$ cat src/rtl/tv_runner.sv
// tv_runner: on-chip test-vector engine. Holds DEPTH {stimulus, expected}
// pairs, drives each stimulus to a small combinational block, waits SETTLE
// cycles, then compares the block's response against the expected value.
// Errors are counted and the first mismatch is captured.
module tv_runner #(
  parameter int IN_W   = 3,
  parameter int OUT_W  = 1,
  parameter int DEPTH  = 8,
  parameter int SETTLE = 1,
  localparam int AW = $clog2(DEPTH),
  localparam int CW = $clog2(DEPTH + 1),
  localparam int VW = IN_W + OUT_W
) (
  input  logic             clk,
  input  logic             rst_n,
  input  logic             wr_en,
  input  logic [AW-1:0]    wr_addr,
  input  logic [VW-1:0]    wr_data,
  input  logic             start,
  input  logic             abort,
  input  logic [CW-1:0]    n_vec,
  output logic [IN_W-1:0]  x_out,
  input  logic [OUT_W-1:0] f_in,
  output logic             busy,
  output logic             done,
  output logic             pass,
  output logic             aborted,
  output logic [CW-1:0]    err_count,
  output logic             fail_valid,
  output logic [AW-1:0]    fail_idx,
  output logic [OUT_W-1:0] fail_got
);

  // Settle counter needs at least one bit even when SETTLE is 0.
  localparam int SW = (SETTLE < 1) ? 1 : $clog2(SETTLE + 1);

  localparam logic [2:0] ST_IDLE  = 3'd0;
  localparam logic [2:0] ST_APPLY = 3'd1;
  localparam logic [2:0] ST_WAIT  = 3'd2;
  localparam logic [2:0] ST_CHECK = 3'd3;
  localparam logic [2:0] ST_DONE  = 3'd4;

  logic [VW-1:0]    mem [DEPTH];
  logic [VW-1:0]    rd_word;

  logic [2:0]       state_q, state_d;
  logic [AW-1:0]    idx_q, idx_d;
  logic [CW-1:0]    n_q, n_d;
  logic [SW-1:0]    cnt_q, cnt_d;
  logic [OUT_W-1:0] exp_q, exp_d;
  logic [IN_W-1:0]  x_q, x_d;
  logic             busy_q, busy_d;
  logic             done_q, done_d;
  logic             pass_q, pass_d;
  logic             aborted_q, aborted_d;
  logic [CW-1:0]    err_q, err_d;
  logic             fv_q, fv_d;
  logic [AW-1:0]    fidx_q, fidx_d;
  logic [OUT_W-1:0] fgot_q, fgot_d;

  logic             idle_or_done;
  logic             in_run;
  logic             wr_ok;
  logic [CW-1:0]    n_clamped;

  assign idle_or_done = (state_q == ST_IDLE) || (state_q == ST_DONE);
  assign in_run       = (state_q == ST_APPLY) || (state_q == ST_WAIT) || (state_q == ST_CHECK);
  assign wr_ok        = wr_en && idle_or_done && (int'(wr_addr) < DEPTH);
  assign n_clamped    = (n_vec > CW'(DEPTH)) ? CW'(DEPTH) : n_vec;
  // idx never exceeds N-1 <= DEPTH-1, so this read stays in range.
  assign rd_word      = mem[idx_q];

  // Vector store: loaded only between runs, contents survive reset.
  always_ff @(posedge clk) begin
    if (wr_ok) mem[wr_addr] <= wr_data;
  end

  // Sequencer next-state: abort pre-empts any in-flight APPLY/WAIT/CHECK.
  always_comb begin
    state_d   = state_q;
    idx_d     = idx_q;
    n_d       = n_q;
    cnt_d     = cnt_q;
    exp_d     = exp_q;
    x_d       = x_q;
    busy_d    = busy_q;
    done_d    = done_q;
    pass_d    = pass_q;
    aborted_d = aborted_q;
    err_d     = err_q;
    fv_d      = fv_q;
    fidx_d    = fidx_q;
    fgot_d    = fgot_q;

    if (in_run && abort) begin
      state_d   = ST_DONE;
      busy_d    = 1'b0;
      done_d    = 1'b1;
      aborted_d = 1'b1;
      pass_d    = 1'b0;
    end else begin
      case (state_q)
        ST_IDLE, ST_DONE: begin
          if (start) begin
            n_d       = n_clamped;
            idx_d     = '0;
            done_d    = 1'b0;
            pass_d    = 1'b0;
            aborted_d = 1'b0;
            err_d     = '0;
            fv_d      = 1'b0;
            fidx_d    = '0;
            fgot_d    = '0;
            if (n_clamped == '0) begin
              // Empty run completes immediately and trivially passes.
              state_d = ST_DONE;
              done_d  = 1'b1;
              pass_d  = 1'b1;
            end else begin
              state_d = ST_APPLY;
              busy_d  = 1'b1;
            end
          end
        end
        ST_APPLY: begin
          x_d     = rd_word[VW-1:OUT_W];
          exp_d   = rd_word[OUT_W-1:0];
          cnt_d   = SW'(SETTLE);
          state_d = (SETTLE == 0) ? ST_CHECK : ST_WAIT;
        end
        ST_WAIT: begin
          cnt_d = cnt_q - SW'(1);
          if (cnt_q == SW'(1)) state_d = ST_CHECK;
        end
        ST_CHECK: begin
          if (f_in != exp_q) begin
            err_d = err_q + CW'(1);
            if (!fv_q) begin
              fv_d   = 1'b1;
              fidx_d = idx_q;
              fgot_d = f_in;
            end
          end
          if (CW'(idx_q) == n_q - CW'(1)) begin
            state_d = ST_DONE;
            busy_d  = 1'b0;
            done_d  = 1'b1;
            pass_d  = (err_d == '0);
          end else begin
            idx_d   = idx_q + AW'(1);
            state_d = ST_APPLY;
          end
        end
        default: state_d = ST_IDLE;
      endcase
    end
  end

  // State and result registers; reset abandons any run without raising done.
  always_ff @(posedge clk) begin
    if (!rst_n) begin
      state_q   <= ST_IDLE;
      idx_q     <= '0;
      n_q       <= '0;
      cnt_q     <= '0;
      exp_q     <= '0;
      x_q       <= '0;
      busy_q    <= 1'b0;
      done_q    <= 1'b0;
      pass_q    <= 1'b0;
      aborted_q <= 1'b0;
      err_q     <= '0;
      fv_q      <= 1'b0;
      fidx_q    <= '0;
      fgot_q    <= '0;
    end else begin
      state_q   <= state_d;
      idx_q     <= idx_d;
      n_q       <= n_d;
      cnt_q     <= cnt_d;
      exp_q     <= exp_d;
      x_q       <= x_d;
      busy_q    <= busy_d;
      done_q    <= done_d;
      pass_q    <= pass_d;
      aborted_q <= aborted_d;
      err_q     <= err_d;
      fv_q      <= fv_d;
      fidx_q    <= fidx_d;
      fgot_q    <= fgot_d;
    end
  end

  assign x_out      = x_q;
  assign busy       = busy_q;
  assign done       = done_q;
  assign pass       = pass_q;
  assign aborted    = aborted_q;
  assign err_count  = err_q;
  assign fail_valid = fv_q;
  assign fail_idx   = fidx_q;
  assign fail_got   = fgot_q;

endmodule

$ cat config.mk
export PLATFORM = sky130hd
export DESIGN_NAME = tv_runner
export DESIGN_NICKNAME = d
export VERILOG_FILES = /design/src/rtl/tv_runner.sv
export SDC_FILE = /design/constraint.sdc
export NUM_CORES = 1
export LEC_CHECK = 0
export CAP_MARGIN = 20
export CORE_UTILIZATION = 49
export DETAILED_ROUTE_END_ITERATION = 8
export HOLD_SLACK_MARGIN = 0.05
export PLACE_DENSITY = 0.75
export SYNTH_ARGS = -nofsm -noshare
export SYNTH_HDL_FRONTEND = slang
export SYNTH_SLANG_ARGS = --single-unit
$ cat constraint.sdc
create_clock -name clk -period 1.65 [get_ports clk]
set_clock_uncertainty 0.1 [all_clocks]
set_input_delay 0.165 -clock clk [delete_from_list [all_inputs] [get_ports clk]]
set_output_delay 0.165 -clock clk [all_outputs]
set_load 0.01 [all_outputs]
==> summary.txt <==
Timing
  – WHS: 0.389 ns
  – Final Hold Viols: 0
  – Tmin final: 1.76 ns
  – Final Max Slew Viols: 0
  – Setup TNS: -0.462 ns
  – RSZ-0062 raised after global routing: true
  – Worst-Margin Slew: 0.347 ns
  – Max Clk Rate: 0.569 GHz
  – Worst setup margin: -0.108 ns
  – # setup viols final: 8
  – Fin crit share: 107%
  – Worst rel slew slack: 76.8%

Route
  – DR WL/cell: 15.7 um
  – DR pass1 iterations: 4
  – Post-route ant nets: 0
  – Post-Route WL: 5.58 mm
  – Violation count after the first detailed-routing iteration: 99
  – Routed vias: 1914
  – Vias per cell: 5.38
  – Post-route DRC: 0

Pwr
  – Switching Power: 0.832 mW
  – P_leak: 1.29 nW
  – Int Pwr: 2.85 mW
  – Peak supply drop: 0.771 mV
  – Sw frac: 22.6%
  – Clock share of power: 41.9%
  – Power Density: 1020 mW/mm^2
  – Power share of the sequential group: 45.2%
  – Comb pwr share: 12.9%

Worst setup path
  – Slowest CP cell: a2111oi_4
  – Crit start category: flop
  – CP Capture Type: flop
  – WP data arrival: 1.91 ns
  – CP cell instances: inv_2 > ha_4 > xnor2_4 > a2111oi_4 > o21ai_4 > o21a_4 > o31ai_2
  – Worst EP required: 1.80 ns
  – WS Path Type: reg2reg
  – Crit-path max cell delay: 0.40 ns
  – Worst Path Max Fanout: 7

Synth
  – Mapped cell area: 0.00267 sq mm
  – Yosys top cell area share: 36.0%
  – Yosys Warn Count: 0
  – Post-synth EDFFs: 32
  – Leading area contributor after synthesis: edfxtp_1
  – Avg Cell Area, Syn: 12.4 sq um
  – Synth Instances: 215
  – Count of cell types in the netlist: 48
  – Post-synthesis sequential area ratio: 57.0%
  – #FFs+latches synth: 60
  – FFs w/ async S/R, synth: 0%
  – Synth area leaders: edfxtp_1, dfxtp_1, mux4_2
  – Post-synth top flop: edfxtp_1
  – Mapped Nets: 235

Placement
  – Pre-CTS setup slack: -0.209 ns
  – HPWL after detailed placement: 4.04 mm
  – Placed cells: 338
  – Final RePlAce weighted congestion: 0.814
  – Port bufs: 32

Clock tree
  – Clock root buffer: clkbuf_8
  – CTS Buf Count: 9
  – Clock-pin transition on the worst setup and hold timing paths: 0.07 ns
  – CTS tree: built
  – TritonCTS Sinks: 60
  – H-tree Lvls: 3
  – Worst-Skew Late Latency: 0.33 ns
  – Clk buf depth: 2

Finish
  – Layout area overhead: 35.8%
  – Final-stage net count: 301
  – Number of diodes: 0
  – Highest-count cells in the layout ignoring fill and taps: edfxtp_1, clkdlybuf4s50_1, buf_4
  – Filler cells: 355
  – Layout cells sized above 1: 30.4%
  – Fin util: 70.0%
  – Commonest non-fill, non-tap cell in the layout: edfxtp_1
  – Count of non-filler cells in the finished layout: 356

Die
  – Die X: 75.8 um
  – DIE AREA: 0.00574 sq mm
  – Core region area: 0.00517 sq mm
  – Die Ht: 75.8 um
  – # IOs: 33
  – Num rows: 26
  – Initial Utilization: 51.6%

Global routing
  – GRT Residual Overflow: 0
  – Initial antenna violation count: 0
  – First-pass GRT wire length: 8.87 mm
  – Pin count of the biggest net entering global routing: 20
  – Number of global-route vias before repair: 1959
  – Total track usage: 21.8%

Hold path
  – Min-delay worst type: in2reg

Status
  – Failing checks: setup timing
  – Status: complete, but fails checks

Flow run
  – Max-cap violations: 0
final timing paths:
| path | from | end | cells after the start | slack (ns) |
|---|---|---|---|---|
| worst min register to register | aborted | aborted | 2 | 0.39 |
| worst min-delay path | rst_n | state_q[1] | 2 | 0.39 |
| worst max register to register | n_q[1] | pass | 7 | -0.11 |
| worst max-delay path | n_q[1] | pass | 7 | -0.11 |
cell type report:
type                       count  area [sq um]  area share [%]
sequential                    60          1530            42.1
multi-input combinational    140          1170            32.4
timing repair buffer          65           587            16.2
clock buffer                  10           128            3.52
clock inverter                 6           103            2.83
tap                           70          87.6            2.42
inverter                       5          18.8           0.518
registers in the layout (all words and copies together) (netlist names):
| name | count |
|---|---|
| exp_q | 1 |
| mem | 32 |
| pass | 1 |
| state_q | 3 |
| fail_valid | 1 |
| x_out | 3 |
| cnt_q | 1 |
| idx_q | 3 |
| aborted | 1 |
| fail_idx | 3 |
| n_q | 4 |
| done | 1 |
| busy | 1 |
| fail_got | 1 |
| err_count | 4 |
power by group through the flow:
stage	logic [mW]	clock network, mW	registers, mW
after global placement	0.418	0	1.69
after global routing	0.518	1.62	1.67
after floorplan	0.229	0	1.69
after CTS	0.461	1.56	1.67
after detailed placement	0.431	0	1.70
final	0.477	1.54	1.67
Yosys cell counts, types with 3 or more instances:
master     n
a22oi_1    5
buf_2      4
clkbuf_1   4
nand2_1    9
inv_1      5
ha_1       3
nor2b_1    3
nor2_1    29
xnor2_1    3
a21oi_1   15
nor3b_1    4
edfxtp_1  32
o21ai_0    6
a211oi_1   5
mux2i_1    5
xor2_1     3
nand2b_1   3
mux4_2     8
nand3_1    4
nor3_1     4
dfxtp_1   28
through the flow:
step,power [mW],cell area [sq um]
finish,3.69,3620
global route,3.81,3620
CTS,3.68,3580
detailed placement,2.13,3280
global placement,2.11,3280
floorplan,1.92,2680
critical path: cells and delay by family, from the launching register on:
kind	cells	cell delay [ns]
AO/OA/AOI/OAI	4	0.87
buffers and inverters	1	0.05
adder cells (fa/ha/maj)	1	0.17
flip-flops	1	0.35
XOR/XNOR	1	0.14
per-layer routing:
layer	vias to the layer above	share of wire (%)	global-route usage, %
met5	-	0	0
met3	11	2.5	4.50
met1	921	42	24.0
met2	38	54	39.5
li1	944	-	-
met4	0	2.1	10.9
cells by family (layout without fill, tap and decap cells):
group	count (synthesis)	after routing	share of synthesized area, %
xor+xnor	7	7	2.58
flops	60	60	57.0
mux	13	13	8.63
compound gates	47	47	13.5
simple gates	70	70	14.0
buf+inv	15	86	2.86
fa+ha+maj	3	3	1.41
timing repair:
| item | in CTS | in global routing |
|---|---|---|
| hold endpoints to repair | 0 | 0 |
| hold buffers | 0 | 0 |
| resized for setup | 17 | 10 |
| setup buffers | 2 | 0 |
| pin swaps | 9 | 4 |
| setup endpoints to repair | 23 | 43 |
Power figures use the tool's default switching activity.
